--- src/rtl/div_pkg.sv ---
// Shared types for the sequential restoring divider: FSM state encoding and
// the counter-width helper.
package div_pkg;

    typedef enum logic [1:0] {
        IDLE = 2'd0,
        CALC = 2'd1,
        DONE = 2'd2
    } state_t;

    // Bits needed to hold values 0..n-1; called as clog2(N+1) so the step
    // counter can reach N.
    function automatic int clog2(input int n);
        int w;
        w = 0;
        while ((1 << w) < n) begin
            w = w + 1;
        end
        return (w < 1) ? 1 : w;
    endfunction

endpackage

--- src/rtl/divider_if.sv ---
// Operand/result handshake between a controller (master) and the divider
// (slave): start pulse in, one-cycle done strobe out.
interface divider_if #(
    parameter int N = 8
);
    logic         start;
    logic [N-1:0] a;
    logic [N-1:0] b;
    logic         ready;
    logic         done;
    logic [N-1:0] quot;
    logic [N-1:0] rem;
    logic         dz;

    modport master (
        output start, a, b,
        input  ready, done, quot, rem, dz
    );

    modport slave (
        input  start, a, b,
        output ready, done, quot, rem, dz
    );
endinterface

--- src/rtl/divider_subtractor.sv ---
// Combinational W-bit ripple-borrow subtractor (x - y), the subtract-side
// mirror of the datapath adder; borrow=1 means x < y.
module subtractor #(
    parameter int W = 9
) (
    input  logic [W-1:0] x,
    input  logic [W-1:0] y,
    output logic [W-1:0] diff,
    output logic         borrow
);
    logic bw;

    always_comb begin
        bw   = 1'b0;
        diff = '0;
        for (int i = 0; i < W; i++) begin
            diff[i] = x[i] ^ y[i] ^ bw;
            bw      = (~x[i] & y[i]) | (~(x[i] ^ y[i]) & bw);
        end
        borrow = bw;
    end
endmodule

--- src/rtl/divider.sv ---
// Sequential unsigned restoring divider, one quotient bit per clock.
// Optional DIVIDER_DZ_CHECK_EN: short-circuits b=0 straight to DONE with dz=1.
module divider
    import div_pkg::*;
#(
    parameter int N = 8
) (
    input  logic       clk,
    input  logic       clr,
    divider_if.slave   bus
);
    localparam int CW = clog2(N + 1);

    state_t         state_reg, state_next;
    logic [CW-1:0]  count_reg, count_next;
    logic [N-1:0]   r_reg, r_next;
    logic [N-1:0]   q_reg, q_next;
    logic [N:0]     d_reg, d_next;
    logic           ready_reg, ready_next;
    logic           done_reg, done_next;
    logic           dz_reg, dz_next;
    logic [N-1:0]   quot_reg, quot_next;
    logic [N-1:0]   rem_reg, rem_next;

    logic [N:0]     t;
    logic [N:0]     diff;
    logic           borrow;
    logic           dz_hit;

    assign t = {r_reg, q_reg[N-1]};

    subtractor #(.W(N + 1)) u_sub (
        .x      (t),
        .y      (d_reg),
        .diff   (diff),
        .borrow (borrow)
    );

`ifdef DIVIDER_DZ_CHECK_EN
    assign dz_hit = (bus.b == '0);
`else
    assign dz_hit = 1'b0;
`endif

    always_comb begin
        state_next = state_reg;
        count_next = count_reg;
        r_next     = r_reg;
        q_next     = q_reg;
        d_next     = d_reg;
        dz_next    = dz_reg;
        quot_next  = quot_reg;
        rem_next   = rem_reg;

        case (state_reg)
            IDLE, DONE: begin
                // DONE also accepts so a held start sustains one divide per N+2 cycles
                if (bus.start) begin
                    d_next     = {1'b0, bus.b};
                    q_next     = bus.a;
                    r_next     = '0;
                    count_next = '0;
                    if (dz_hit) begin
                        state_next = DONE;
                        quot_next  = '1;
                        rem_next   = bus.a;
                        dz_next    = 1'b1;
                    end else begin
                        state_next = CALC;
                    end
                end else begin
                    state_next = IDLE;
                end
            end
            CALC: begin
                if (count_reg == CW'(N)) begin
                    state_next = DONE;
                    quot_next  = q_reg;
                    rem_next   = r_reg;
                    dz_next    = 1'b0;
                end else begin
                    // Restoring step: both T and T-D fit in N bits whenever chosen
                    r_next     = borrow ? t[N-1:0] : diff[N-1:0];
                    q_next     = {q_reg[N-2:0], ~borrow};
                    count_next = count_reg + 1'b1;
                end
            end
            default: begin
                state_next = IDLE;
            end
        endcase

        ready_next = (state_next == IDLE);
        done_next  = (state_next == DONE);
    end

    always_ff @(posedge clk or posedge clr) begin
        if (clr) begin
            state_reg <= IDLE;
            count_reg <= '0;
            r_reg     <= '0;
            q_reg     <= '0;
            d_reg     <= '0;
            ready_reg <= 1'b1;
            done_reg  <= 1'b0;
            dz_reg    <= 1'b0;
            quot_reg  <= '0;
            rem_reg   <= '0;
        end else begin
            state_reg <= state_next;
            count_reg <= count_next;
            r_reg     <= r_next;
            q_reg     <= q_next;
            d_reg     <= d_next;
            ready_reg <= ready_next;
            done_reg  <= done_next;
            dz_reg    <= dz_next;
            quot_reg  <= quot_next;
            rem_reg   <= rem_next;
        end
    end

    assign bus.ready = ready_reg;
    assign bus.done  = done_reg;
    assign bus.dz    = dz_reg;
    assign bus.quot  = quot_reg;
    assign bus.rem   = rem_reg;
endmodule
--- src/flat_wrapper.sv ---
// flat-port wrapper written by rule: the top's interface ports become plain ports
module divider_flat import div_pkg::*;
#(
    parameter int N = 8
)
  (clk, clr, bus_start, bus_a, bus_b, bus_ready, bus_done, bus_quot, bus_rem, bus_dz);
  divider_if #(.N(N)) bus_i ();
  input  logic clk;
  input  logic clr;
  input wire logic [$bits(bus_i.start)-1:0] bus_start;
  input wire logic [$bits(bus_i.a)-1:0] bus_a;
  input wire logic [$bits(bus_i.b)-1:0] bus_b;
  output wire logic [$bits(bus_i.ready)-1:0] bus_ready;
  output wire logic [$bits(bus_i.done)-1:0] bus_done;
  output wire logic [$bits(bus_i.quot)-1:0] bus_quot;
  output wire logic [$bits(bus_i.rem)-1:0] bus_rem;
  output wire logic [$bits(bus_i.dz)-1:0] bus_dz;
  assign bus_i.start = bus_start;
  assign bus_i.a = bus_a;
  assign bus_i.b = bus_b;
  assign bus_ready = bus_i.ready;
  assign bus_done = bus_i.done;
  assign bus_quot = bus_i.quot;
  assign bus_rem = bus_i.rem;
  assign bus_dz = bus_i.dz;
  divider #(.N(N)) u_core (.clk(clk), .clr(clr), .bus(bus_i));
endmodule
--- config.mk ---
export PLATFORM = sky130hd
export DESIGN_NAME = divider_flat
export DESIGN_NICKNAME = d
export VERILOG_FILES = /design/src/rtl/div_pkg.sv /design/src/rtl/divider_if.sv /design/src/rtl/divider_subtractor.sv /design/src/rtl/divider.sv /design/src/flat_wrapper.sv
export SDC_FILE = /design/constraint.sdc
export NUM_CORES = 1
export LEC_CHECK = 0
export CORE_AREA = 2 2 70 72
export DETAILED_ROUTE_END_ITERATION = 7
export DIE_AREA = 0 0 72 74
export PLACE_DENSITY = 0.84
export SYNTH_ARGS = -nofsm -noshare
export SYNTH_HDL_FRONTEND = slang
export SYNTH_SLANG_ARGS = --single-unit
export TNS_END_PERCENT = 5
--- constraint.sdc ---
create_clock -name clk -period 9.1 [get_ports clk]
set_input_delay 0.91 -clock clk [delete_from_list [all_inputs] [get_ports clk]]
set_output_delay 0.91 -clock clk [all_outputs]
set_load 0.1 [all_outputs]
==> impl_metrics.tcl <==
set metrics [dict create \
    grt_use_met2_pct 31.9 \
    core_um2 4600 \
    grt_usage_pct 18.8 \
    cp_max_fo 8 \
    dieArea_um2 5330 \
    setup.worst_path.start "u_core.q_reg[7]" \
    synth.area.top_cells "dfrtp_1 50%, mux2_2 15%, fa_1 6.0%" \
    hold-worst-slack_ns 0.514 \
    grt_util_met1_pct 22.9 \
    worstPathRequired_ns 9.32 \
    io_pins 38 \
    synth_area_um2 2330 \
    fin_skew_ns 0.00846 \
    crit_path_start_kind "register" \
    grt_use_met3_pct 6.37 \
    status "finished, final reports clean" \
    io_buffers 36 \
    cts_buffer_depth 2 \
    syn2layout_area_growth_pct 20.3 \
    yosysUniqueCellTypes 34 \
    setup_viol 0 \
    die_h_um 74 \
    dp_hpwl_um 2950 \
    cts_buffers 5 \
    synth_seq_cells 48 \
    drc 0 \
    timing.rr.end "u_core.r_reg[0]" \
    endpoint_kind "register" \
    max_slew_margin_pct 31.8 \
    insertedDiodeCount 0 \
    fin_cells 271 \
    dp.cells 263 \
    start_util_pct 50.7 \
    rr_startpoint "u_core.q_reg[7]" \
    drive_gt1_share_pct 20.7 \
    cts_max_level 2 \
    final-hold-violation-count 0 \
    worst_slew_pin_slew_ns 1.02 \
    via_count 1446 \
    grt_pass1_wl_um 7450 \
    post-cts-setup-buffers 0 \
    clkLatencyLatePin_ns 0.30 \
    clk_pin_slew_ns 0.09 \
    grt_pass1_vias 1554 \
    synth_area_per_cell_um2 12.7 \
    layout_commonest_cell "dfrtp_1" \
    reg2reg_setup_slack_ns 4.87 \
    netlist.area_leader.share_pct 50.5 \
    die_width_um 72 \
    wl_um 4360 \
    hold_path.class "reg -> reg" \
    synth.largest_area_cell "dfrtp_1" \
    min_path_cells 2 \
    clkSinkCount 48 \
    hold_path_end "u_core.d_reg[0]" \
    clock-root-buffer "clkbuf_8" \
    antenna_found_initial 0 \
    maxSlewViolCount 0 \
    fmax_mhz 237 \
    ant_nets 0 \
    layout.nets 245 \
    rows 25 \
    rr_worst_depth 12 \
    rsz0062_at_grt "no" \
    critPathArrivalTime_ns 4.45 \
    gp_congestion 0.836 \
    maxCapViolCount 0 \
    tritoncts "yes" \
    final_cell_mix "47 x dfrtp_1, 36 x clkdlybuf4s50_1, 31 x mux2_2, 24 x nand2_1, 12 x inv_1" \
    fin_crit_sh_pct 46.4 \
    syn_inst 183 \
    syn_nets 212 \
    wl_per_cell_um 16.1 \
    dr.pass1.iters 4 \
    ys_seq_area_share_pct 51.6 \
    grt_max_degree 49 \
    crit_type "reg -> reg" \
    final.min_clock_period_ns 4.23 \
    busiest_layer "met2" \
    fin_tns_setup_ns 0 \
    yosysWarnings 0 \
    holdCritStartpoint "u_core.d_reg[0]" \
    cts_hold_buf 0 \
    drtIter0Drc 127 \
    grt_overflow 0 \
    routed_via_density 5.34 \
    cts_resized 0 \
]
-- cell type report --
cell class | count | area (um^2)
Sequential cell | 48 | 1200
Fill cell | 378 | 1790
Tap cell | 54 | 67.6
Clock inverter | 3 | 47.5
Inverter | 13 | 48.8
Multi-Input combinational cell | 112 | 1010
Timing Repair Buffer | 36 | 360
Clock buffer | 5 | 68.8
-- cell families after synthesis --
| logic type | synth area share [%] |
|---|---|
| buf+inv | 5.15 |
| other cells | 0.161 |
| fa+ha+maj | 7.62 |
| compound gates | 5.69 |
| simple gates | 10.6 |
| xor+xnor | 0.376 |
| mux | 18.8 |
| flops | 51.6 |
-- metal layers --
layer / vias up / share of wire (%)
met4: 0 / 0.53
met5: - / 0
met2: 45 / 49
met1: 719 / 44
met3: 2 / 6.2
li1: 680 / -
-- synth_stat cells --
library cell and n:
dfrtp_1 47, mux2_2 31, nand2_1 24, inv_1 13
mux2i_1 9, a211o_1 7, fa_1 7, nor3b_1 7
buf_2 3, buf_6 3, ha_1 3, nand3_1 3
buf_4 2, nand2b_1 2, nor2_1 2, nor2b_1 2
a21oi_1 1, a21oi_4 1, a22o_1 1, and2_1 1
buf_1 1, clkbuf_1 1, conb_1 1, dfstp_2 1
nand2b_4 1, nand3b_4 1, nor2_4 1, nor3_1 1
o2111a_1 1, o2111ai_1 1, o21ai_0 1, o311ai_0 1
o31ai_1 1, xnor2_1 1
-- metrics by stage --
step | utilization, % | area [um^2] | setup WS (ns)
finish | 61.0 | 2800 | 4.87
global route | 61.0 | 2800 | 4.71
CTS | 61.0 | 2800 | 4.88
detailed placement | 58.4 | 2690 | 4.90
global placement | 58.4 | 2690 | 5.03
floorplan | - | 2330 | 5.19
-- critical path, cell delays in order, from the launching register on --
cell and delay [ns]:
dfrtp_1 0.37, inv_1 0.06, ha_1 0.20, fa_1 0.39, fa_1 0.41, fa_1 0.39
fa_1 0.40, fa_1 0.39, fa_1 0.39, fa_1 0.53, nor3b_1 0.21, a211o_1 0.28
mux2i_1 0.13
-- worst max path at each step --
stage | endpoint | slack, ns | cells after the start
floorplan | u_core.r_reg[0] | 5.19 | 12
global placement | u_core.r_reg[5] | 5.03 | 12
detailed placement | u_core.r_reg[3] | 4.90 | 12
CTS | u_core.r_reg[0] | 4.88 | 12
global route | u_core.r_reg[0] | 4.71 | 12
finish | u_core.r_reg[0] | 4.87 | 12
Power is left out: the tool's default activity adds up to more than one toggle a clock period on the data nets, which glitch-free logic cannot reach.
